[config.mk]
export PLATFORM = sky130hd
export DESIGN_NAME = load_store_unit
export DESIGN_NICKNAME = d
export VERILOG_FILES = /design/src/rtl/load_store_unit.sv
export SDC_FILE = /design/constraint.sdc
export NUM_CORES = 1
export LEC_CHECK = 0
export ABC_CLOCK_PERIOD_IN_PS = 3200
export BUFFER_PORTS_ARGS = -buffer_cell sky130_fd_sc_hd__buf_2
export CORE_MARGIN = 2
export CORE_UTILIZATION = 40
export DETAILED_ROUTE_END_ITERATION = 7
export PLACE_DENSITY = 0.69
export SYNTH_ARGS = -nofsm -noshare
export SYNTH_HDL_FRONTEND = slang
export SYNTH_SLANG_ARGS = --single-unit
export TNS_END_PERCENT = 5
[constraint.sdc]
create_clock -name soc_clk -period 3.2 [get_ports soc_clk]
set_clock_uncertainty 0.2 [all_clocks]
set_input_delay 0.48 -clock soc_clk [delete_from_list [all_inputs] [get_ports soc_clk]]
set_output_delay 0.48 -clock soc_clk [all_outputs]
set_load 0.005 [all_outputs]
[src/rtl/load_store_unit.sv]
// RV32I load/store unit driving a fixed-latency MMU port through IDLE/ISSUE/WAIT/RESP.
// Optional macro LSU_MISALIGN_CHECK_EN: misaligned half/word accesses are rejected instead of aligned down.
module load_store_unit #(
  parameter int READ_LAT = 2
) (
  input  logic        soc_clk,
  input  logic        reset,
  input  logic        req_valid,
  output logic        req_ready,
  input  logic        req_we,
  input  logic [2:0]  req_funct3,
  input  logic [31:0] req_addr,
  input  logic [31:0] req_wdata,
  output logic        resp_valid,
  output logic [31:0] resp_rdata,
  output logic        resp_err,
  output logic [6:0]  mmu_address,
  output logic [3:0]  mmu_bytesel,
  output logic [31:0] mmu_wdata,
  output logic        mmu_rw,
  output logic        mmu_retrieve,
  input  logic [31:0] mmu_rdata
);

  typedef enum logic [1:0] {IDLE, ISSUE, WAIT, RESP} state_t;

  localparam logic [2:0] WAIT_LAST = (READ_LAT > 1) ? 3'(READ_LAT - 2) : 3'd0;

  state_t      state;
  logic [2:0]  cnt;
  logic [2:0]  f3_r;
  logic [1:0]  lane_r;
  logic        we_r;

  logic        f3_ok;
  logic        misalign;
  logic        req_err;
  logic [6:0]  addr_eff;
  logic [3:0]  be_next;
  logic [31:0] wd_next;
  logic [31:0] lane_data;
  logic [31:0] load_ext;

  // Decode the incoming request: legality, effective address, lane enables and store data.
  always_comb begin
    f3_ok    = 1'b0;
    misalign = 1'b0;
    addr_eff = req_addr[6:0];
    case (req_funct3)
      3'b000, 3'b001, 3'b010: f3_ok = 1'b1;
      3'b100, 3'b101:         f3_ok = ~req_we;
      default:                f3_ok = 1'b0;
    endcase
`ifdef LSU_MISALIGN_CHECK_EN
    if (req_funct3[1:0] == 2'b01) begin
      misalign = req_addr[0];
    end else if (req_funct3[1:0] == 2'b10) begin
      misalign = (req_addr[1:0] != 2'b00);
    end else begin
      misalign = 1'b0;
    end
`else
    if (req_funct3[1:0] == 2'b01) begin
      addr_eff = {req_addr[6:1], 1'b0};
    end else if (req_funct3[1:0] == 2'b10) begin
      addr_eff = {req_addr[6:2], 2'b00};
    end else begin
      addr_eff = req_addr[6:0];
    end
`endif
    req_err = (req_addr[31:7] != 25'd0) || !f3_ok || misalign;
    case (req_funct3[1:0])
      2'b00: begin
        be_next = 4'b0001 << addr_eff[1:0];
        wd_next = {4{req_wdata[7:0]}};
      end
      2'b01: begin
        be_next = addr_eff[1] ? 4'b1100 : 4'b0011;
        wd_next = {2{req_wdata[15:0]}};
      end
      default: begin
        be_next = 4'b1111;
        wd_next = req_wdata;
      end
    endcase
    if (!req_we) begin
      wd_next = 32'd0;
    end else begin
      wd_next = wd_next;
    end
  end

  // Align the returned word to the addressed lane and extend per the load width.
  always_comb begin
    lane_data = mmu_rdata >> {lane_r, 3'b000};
    case (f3_r)
      3'b000:  load_ext = {{24{lane_data[7]}}, lane_data[7:0]};
      3'b001:  load_ext = {{16{lane_data[15]}}, lane_data[15:0]};
      3'b100:  load_ext = {24'd0, lane_data[7:0]};
      3'b101:  load_ext = {16'd0, lane_data[15:0]};
      default: load_ext = lane_data;
    endcase
    if (we_r) begin
      load_ext = 32'd0;
    end else begin
      load_ext = load_ext;
    end
  end

  // Control FSM; every output is registered alongside the state it belongs to.
  always_ff @(posedge soc_clk) begin
    if (reset) begin
      state        <= IDLE;
      cnt          <= 3'd0;
      f3_r         <= 3'd0;
      lane_r       <= 2'd0;
      we_r         <= 1'b0;
      req_ready    <= 1'b1;
      resp_valid   <= 1'b0;
      resp_rdata   <= 32'd0;
      resp_err     <= 1'b0;
      mmu_address  <= 7'd0;
      mmu_bytesel  <= 4'd0;
      mmu_wdata    <= 32'd0;
      mmu_rw       <= 1'b0;
      mmu_retrieve <= 1'b0;
    end else begin
      case (state)
        IDLE: begin
          if (req_valid && req_ready) begin
            req_ready <= 1'b0;
            f3_r      <= req_funct3;
            lane_r    <= addr_eff[1:0];
            we_r      <= req_we;
            if (req_err) begin
              state      <= RESP;
              resp_valid <= 1'b1;
              resp_err   <= 1'b1;
              resp_rdata <= 32'd0;
            end else begin
              state        <= ISSUE;
              mmu_retrieve <= 1'b1;
              mmu_address  <= addr_eff;
              mmu_bytesel  <= be_next;
              mmu_wdata    <= wd_next;
              mmu_rw       <= req_we;
            end
          end else begin
            req_ready <= 1'b1;
          end
        end
        ISSUE: begin
          mmu_retrieve <= 1'b0;
          if (READ_LAT == 1) begin
            state       <= RESP;
            resp_valid  <= 1'b1;
            resp_rdata  <= load_ext;
            mmu_address <= 7'd0;
            mmu_bytesel <= 4'd0;
            mmu_wdata   <= 32'd0;
            mmu_rw      <= 1'b0;
          end else begin
            state <= WAIT;
            cnt   <= WAIT_LAST;
          end
        end
        WAIT: begin
          if (cnt == 3'd0) begin
            state       <= RESP;
            resp_valid  <= 1'b1;
            resp_rdata  <= load_ext;
            mmu_address <= 7'd0;
            mmu_bytesel <= 4'd0;
            mmu_wdata   <= 32'd0;
            mmu_rw      <= 1'b0;
          end else begin
            cnt <= cnt - 3'd1;
          end
        end
        RESP: begin
          state      <= IDLE;
          req_ready  <= 1'b1;
          resp_valid <= 1'b0;
          resp_err   <= 1'b0;
          resp_rdata <= 32'd0;
        end
        default: begin
          state        <= IDLE;
          req_ready    <= 1'b1;
          resp_valid   <= 1'b0;
          resp_err     <= 1'b0;
          resp_rdata   <= 32'd0;
          mmu_retrieve <= 1'b0;
          mmu_address  <= 7'd0;
          mmu_bytesel  <= 4'd0;
          mmu_wdata    <= 32'd0;
          mmu_rw       <= 1'b0;
        end
      endcase
    end
  end

endmodule

==> impl_metrics.ini, run 1 <==
[outcome]
status = complete, no violations

[die]
core_mm2 = 0.0104
std_cell_rows = 37
initial_utilization = 0.414
die_area_mm2 = 0.0116
die_y_um = 108
ios = 183
chipWidth_um = 108

[worst_setup_path]
timing.rr.end = resp_rdata[3]
reg2reg_depth = 7
crit_chain = inv_1 > ha_1 > a22oi_1 > o311a_1 > buf_4 > o2111ai_1 > o21ai_1
cp_max_fo = 17
setup.worst_path.class = reg2reg
cpPeakStageDelay_ps = 630
rrSetupSlack_ps = 440
r2r-start = state[0]
critPathLaunchType = flip-flop
crit_family = compound AO/OA/AOI/OAI gates
critPathBufInv = 2
slowest_stage = o311a_1
worstPathRequired_ps = 3290
cp-end-kind = flip-flop
worstPathArrival_ps = 2850

[hold_path]
hold_class = in2reg
hold_end = mmu_address[5]
holdPathStages = 2
min_from = req_addr[5]

[yosys]
ys_dominant_reg_cell = dfxtp_1
ys_ff_latch = 91
yosysMostFrequentCell = dfxtp_1
avgSynthCellArea_um2 = 9.71
synth_enable_flop_cells = 0
synth_top_area_frac = 0.424
synthArstFlopShare = 0
seq_area_frac_synth = 0.424
yosysTopAreaCell = dfxtp_1
yosys.cell_types.count = 55
syn_nets = 551
syn_area_mm2 = 0.00429
synth_commonest_cells = dfxtp_1, mux2i_1, o2bb2ai_1
synthTopCellsByArea = dfxtp_1, mux2i_1, o2bb2ai_1
syn_inst = 442
yosysWarnings = 0

[timing]
setup_viol = 0
timing.slew.headroom = 0.223
grt_setup_unrepaired = false
min_period_ps = 2760
finalWorstSetupSlack_ps = 439
tightest_slew_ps = 1160
fin_crit_sh = 0.863
slew_violations = 0
max_freq_mhz = 362
hold_viol = 0
finalSetupTns_ps = 0

[detailed_routing]
dr.first_iter.drc_count = 199
drtPass1Iterations = 4
wl_um = 12300
drc = 0
ant_nets = 0
wl_per_cell_um = 16.2
viasPerCell = 5.43
num_vias = 4106

[grt]
grt_use_total = 0.209
grt_pass1_wl_um = 19200
gr-total-overflow = 0
antenna_found_initial = 0
grt_pass1_vias = 3882
grt_max_degree = 45

[finish]
multi_input_area_mm2 = 0.00228
drive_above_1_share = 0.373
area_growth_pct = 28.7
seqCellArea_mm2 = 0.00182
antenna_cells = 0
finalInstanceArea_mm2 = 0.00553
nFillCells = 1010
nets = 724

[clock_network]
numCtsBuffers = 9
htree_levels = 3
post_cts_buffers = 0
clkLatencyLatePin_ps = 360
cts_hold_buf = 0
cts-root-buf = clkbuf_8
clk_path_buf_depth = 2
cts_resized = 0
clk_pin_slew_worst_paths_ps = 90
cts_sinks = 91
cts_tree = yes

[power_and_ir_drop]
ir_drop_mv = 0.246
p_leak_nw = 2.50
power.density_mw_per_mm2 = 567

[placement]
numPortBuffers = 182
placed_area_mm2 = 0.00532
globalplace.congestion = 0.813
post-place-ws_ps = 489
hpwl_um = 9280

[flow_run]
drv_cap = 0
routing by layer:
metal	global-route usage	part of all wire	up-vias
li1	-	-	1987
met1	0.263	0.43	1922
met2	0.345	0.47	175
met3	0.0521	0.085	22
met4	0.0769	0.017	0
met5	0	0	-
flip-flops by register name (all words and copies together) (netlist names):
name / cells
lane_r: 2
cnt: 3
state: 2
resp_rdata: 32
mmu_bytesel: 4
resp_valid: 1
mmu_rw: 1
mmu_address: 7
req_ready: 1
we_r: 1
resp_err: 1
mmu_wdata: 32
mmu_retrieve: 1
f3_r: 3
where the power goes:
group	total (mW)	internal, mW	switching, mW
registers	1.33	1.24	0.0878
clock network	0.822	0.389	0.433
logic	0.980	0.404	0.576
total	3.13	2.04	1.10
final cells by class:
cell class	count	share of cell area
clock buffer	10	0.0249
clock inverter	6	0.0129
multi-input combinational	309	0.413
inverter	9	0.00611
timing repair buffer	195	0.182
tap	136	0.0308
sequential	91	0.330
worst max-delay path by stage:
stage,start,to,slack (ps),depth (start not counted)
2_1_floorplan,state[0],resp_rdata[0],960,9
3_3_place_gp,req_addr[17],mmu_wdata[0],560,6
3_5_place_dp,req_addr[9],mmu_wdata[5],490,6
4_1_cts,state[0],resp_rdata[3],470,7
5_1_grt,state[0],resp_rdata[30],280,7
6_report,state[0],resp_rdata[3],440,7
logic make-up (layout without fill, tap and decap cells):
logic type               after synthesis  count (layout)  share of synthesized area
adder cells (fa/ha/maj)                6               6                     0.0175
multiplexers                          54              54                      0.131
AND/OR/NAND/NOR                       98              98                      0.117
buffers and inverters                 42             220                     0.0463
flip-flops                            91              91                      0.424
AO/OA/AOI/OAI                        151             151                      0.264
metrics by stage:
| step | std cells | util | power [mW] | hold slack (ps) |
|---|---|---|---|---|
| floorplan | 442 | - | 2.00 | 245 |
| global placement | 740 | 0.513 | 2.30 | 229 |
| detailed placement | 740 | 0.513 | 2.33 | 234 |
| CTS | 756 | 0.533 | 3.15 | 101 |
| global route | 756 | 0.533 | 3.32 | 106 |
| finish | 756 | 0.533 | 3.13 | 120 |
layout by cell type (no fill, tap or decap), drive strengths merged, types with 10 or more instances in the layout:
cell type / count
buf: 195
dfxtp: 91
mux2i: 45
o2bb2ai: 37
nand2: 37
o21ai: 36
nor2: 26
a22o: 22
nand3: 10
clkbuf: 10
inv: 10
Power figures use the tool's default switching activity.
==> run 2: changes to the inputs <==
Settings changed: CORE_UTILIZATION 40 to 48, PLACE_DENSITY 0.69 to 0.8, REMOVE_ABC_BUFFERS from default to 1.
==> impl_metrics.ini, run 2 (synthesis results as in run 1) <==
[clock_network]
numCtsBuffers = 9
cts-root-buf = clkbuf_8
cts_hold_buf = 0
cts_tree = yes
cts_sinks = 91
htree_levels = 3
cts_resized = 0
clkLatencyLatePin_ps = 350
clk_path_buf_depth = 2
post_cts_buffers = 0
clk_pin_slew_worst_paths_ps = 90

[worst_setup_path]
setup.worst_path.class = reg2reg
cp-end-kind = flip-flop
worstSetupStartpoint = state[0]
critPathLaunchType = flip-flop
cp_max_fo = 22
worstPathArrival_ps = 2740
worstPathRequired_ps = 3270
r2r-start = state[0]

[timing]
finalWorstSetupSlack_ps = 532
fin_crit_sh = 0.834
setup_viol = 0
tightest_slew_ps = 1160
hold_viol = 0
max_freq_mhz = 375
grt_setup_unrepaired = false
finalSetupTns_ps = 0
timing.slew.headroom = 0.227
min_period_ps = 2670
holdWs_ps = 137
slew_violations = 0

[flow_run]
drv_cap = 0

[detailed_routing]
dr.first_iter.drc_count = 112
viasPerCell = 5.68
num_vias = 4130
drtPass1Iterations = 4
drc = 0
wl_um = 12100
wl_per_cell_um = 16.6
ant_nets = 0

[finish]
antenna_cells = 0
nets = 723
nFillCells = 734
area_growth_pct = 27.8
final_common_cell = buf_2
instances_no_fill = 727
final_cell_mix = buf_2, dfxtp_1, mux2i_1, o2bb2ai_1, nand2_1
final_core_util = 0.632
drive_above_1_share = 0.372
biggestRegsByFlops = mmu_wdata: 32 flops, resp_rdata: 32 flops, mmu_address: 7 flops
finalInstanceArea_mm2 = 0.00549

[placement]
post-place-ws_ps = 488
globalplace.congestion = 0.824
placed_area_mm2 = 0.00528
hpwl_um = 8930
numPortBuffers = 182
dp.cells = 711

[power_and_ir_drop]
power.density_mw_per_mm2 = 571
ir_drop_mv = 0.244
finalPower_mw = 3.13
p_leak_nw = 2.51

[die]
initial_utilization = 0.495
ios = 183
std_cell_rows = 34
die_y_um = 98.6
chipWidth_um = 98.6
die_area_mm2 = 0.00972
core_mm2 = 0.00868

[grt]
grt_pass1_wl_um = 19500
grt_max_degree = 45
grtUsageMet2 = 0.400
met1_usage = 0.312
antenna_found_initial = 0
grt_use_total = 0.243
gr-total-overflow = 0
grt_pass1_vias = 4026
use_met3 = 0.0688
busiest_layer = met2

[hold_path]
min_from = req_addr[5]
hold_class = in2reg

[outcome]
status = complete, no violations
-- run 2: cell count changes in the layout (fill, tap and decap cells not counted), sizes merged --
| cell | previous run | this run |
|---|---|---|
| buf | 195 | 194 |
| clkbuf | 10 | 11 |
| clkinv | 2 | 3 |
| inv | 10 | 9 |
| clkinvlp | 2 | 1 |
-- run 2: worst max-delay path, cell delays in order, from the launching register on --
cell,delay [ps]
dfxtp_1,400
inv_1,90
ha_1,330
a22oi_1,500
o311a_1,510
buf_4,320
nor2_1,60
a211oi_1,190
-- run 2: cell type report --
class                           instances  area, µm²  area share
Inverter                                9       33.8     0.00616
Sequential cell                        91       1820       0.332
Clock buffer                           11        151      0.0276
Timing Repair Buffer                  194       1000       0.182
Clock inverter                          5       60.1      0.0109
Tap cell                              108        135      0.0246
Multi-Input combinational cell        309       2280       0.416
-- run 2: where the power goes --
| group | internal (mW) | switching [mW] |
|---|---|---|
| Clock | 0.407 | 0.409 |
| Sequential | 1.24 | 0.0900 |
| Combinational | 0.403 | 0.580 |
| Total | 2.05 | 1.08 |
-- run 2: path summary, 6_finish.rpt --
path | endpoint | slack [ps] | cells after the start
worst min register to register | resp_rdata[5] | 260 | 2
worst max register to register | resp_valid | 530 | 7
worst max-delay path | resp_valid | 530 | 7
worst min-delay path | mmu_address[5] | 140 | 2
-- run 2: routing by layer --
metal | part of all wire | wire length, µm | vias to the layer above
li1 | - | - | 1991
met1 | 0.42 | 5100 | 1943
met4 | 0.020 | 240 | 0
met5 | 0 | 0 | -
met2 | 0.48 | 5740 | 178
met3 | 0.080 | 970 | 18
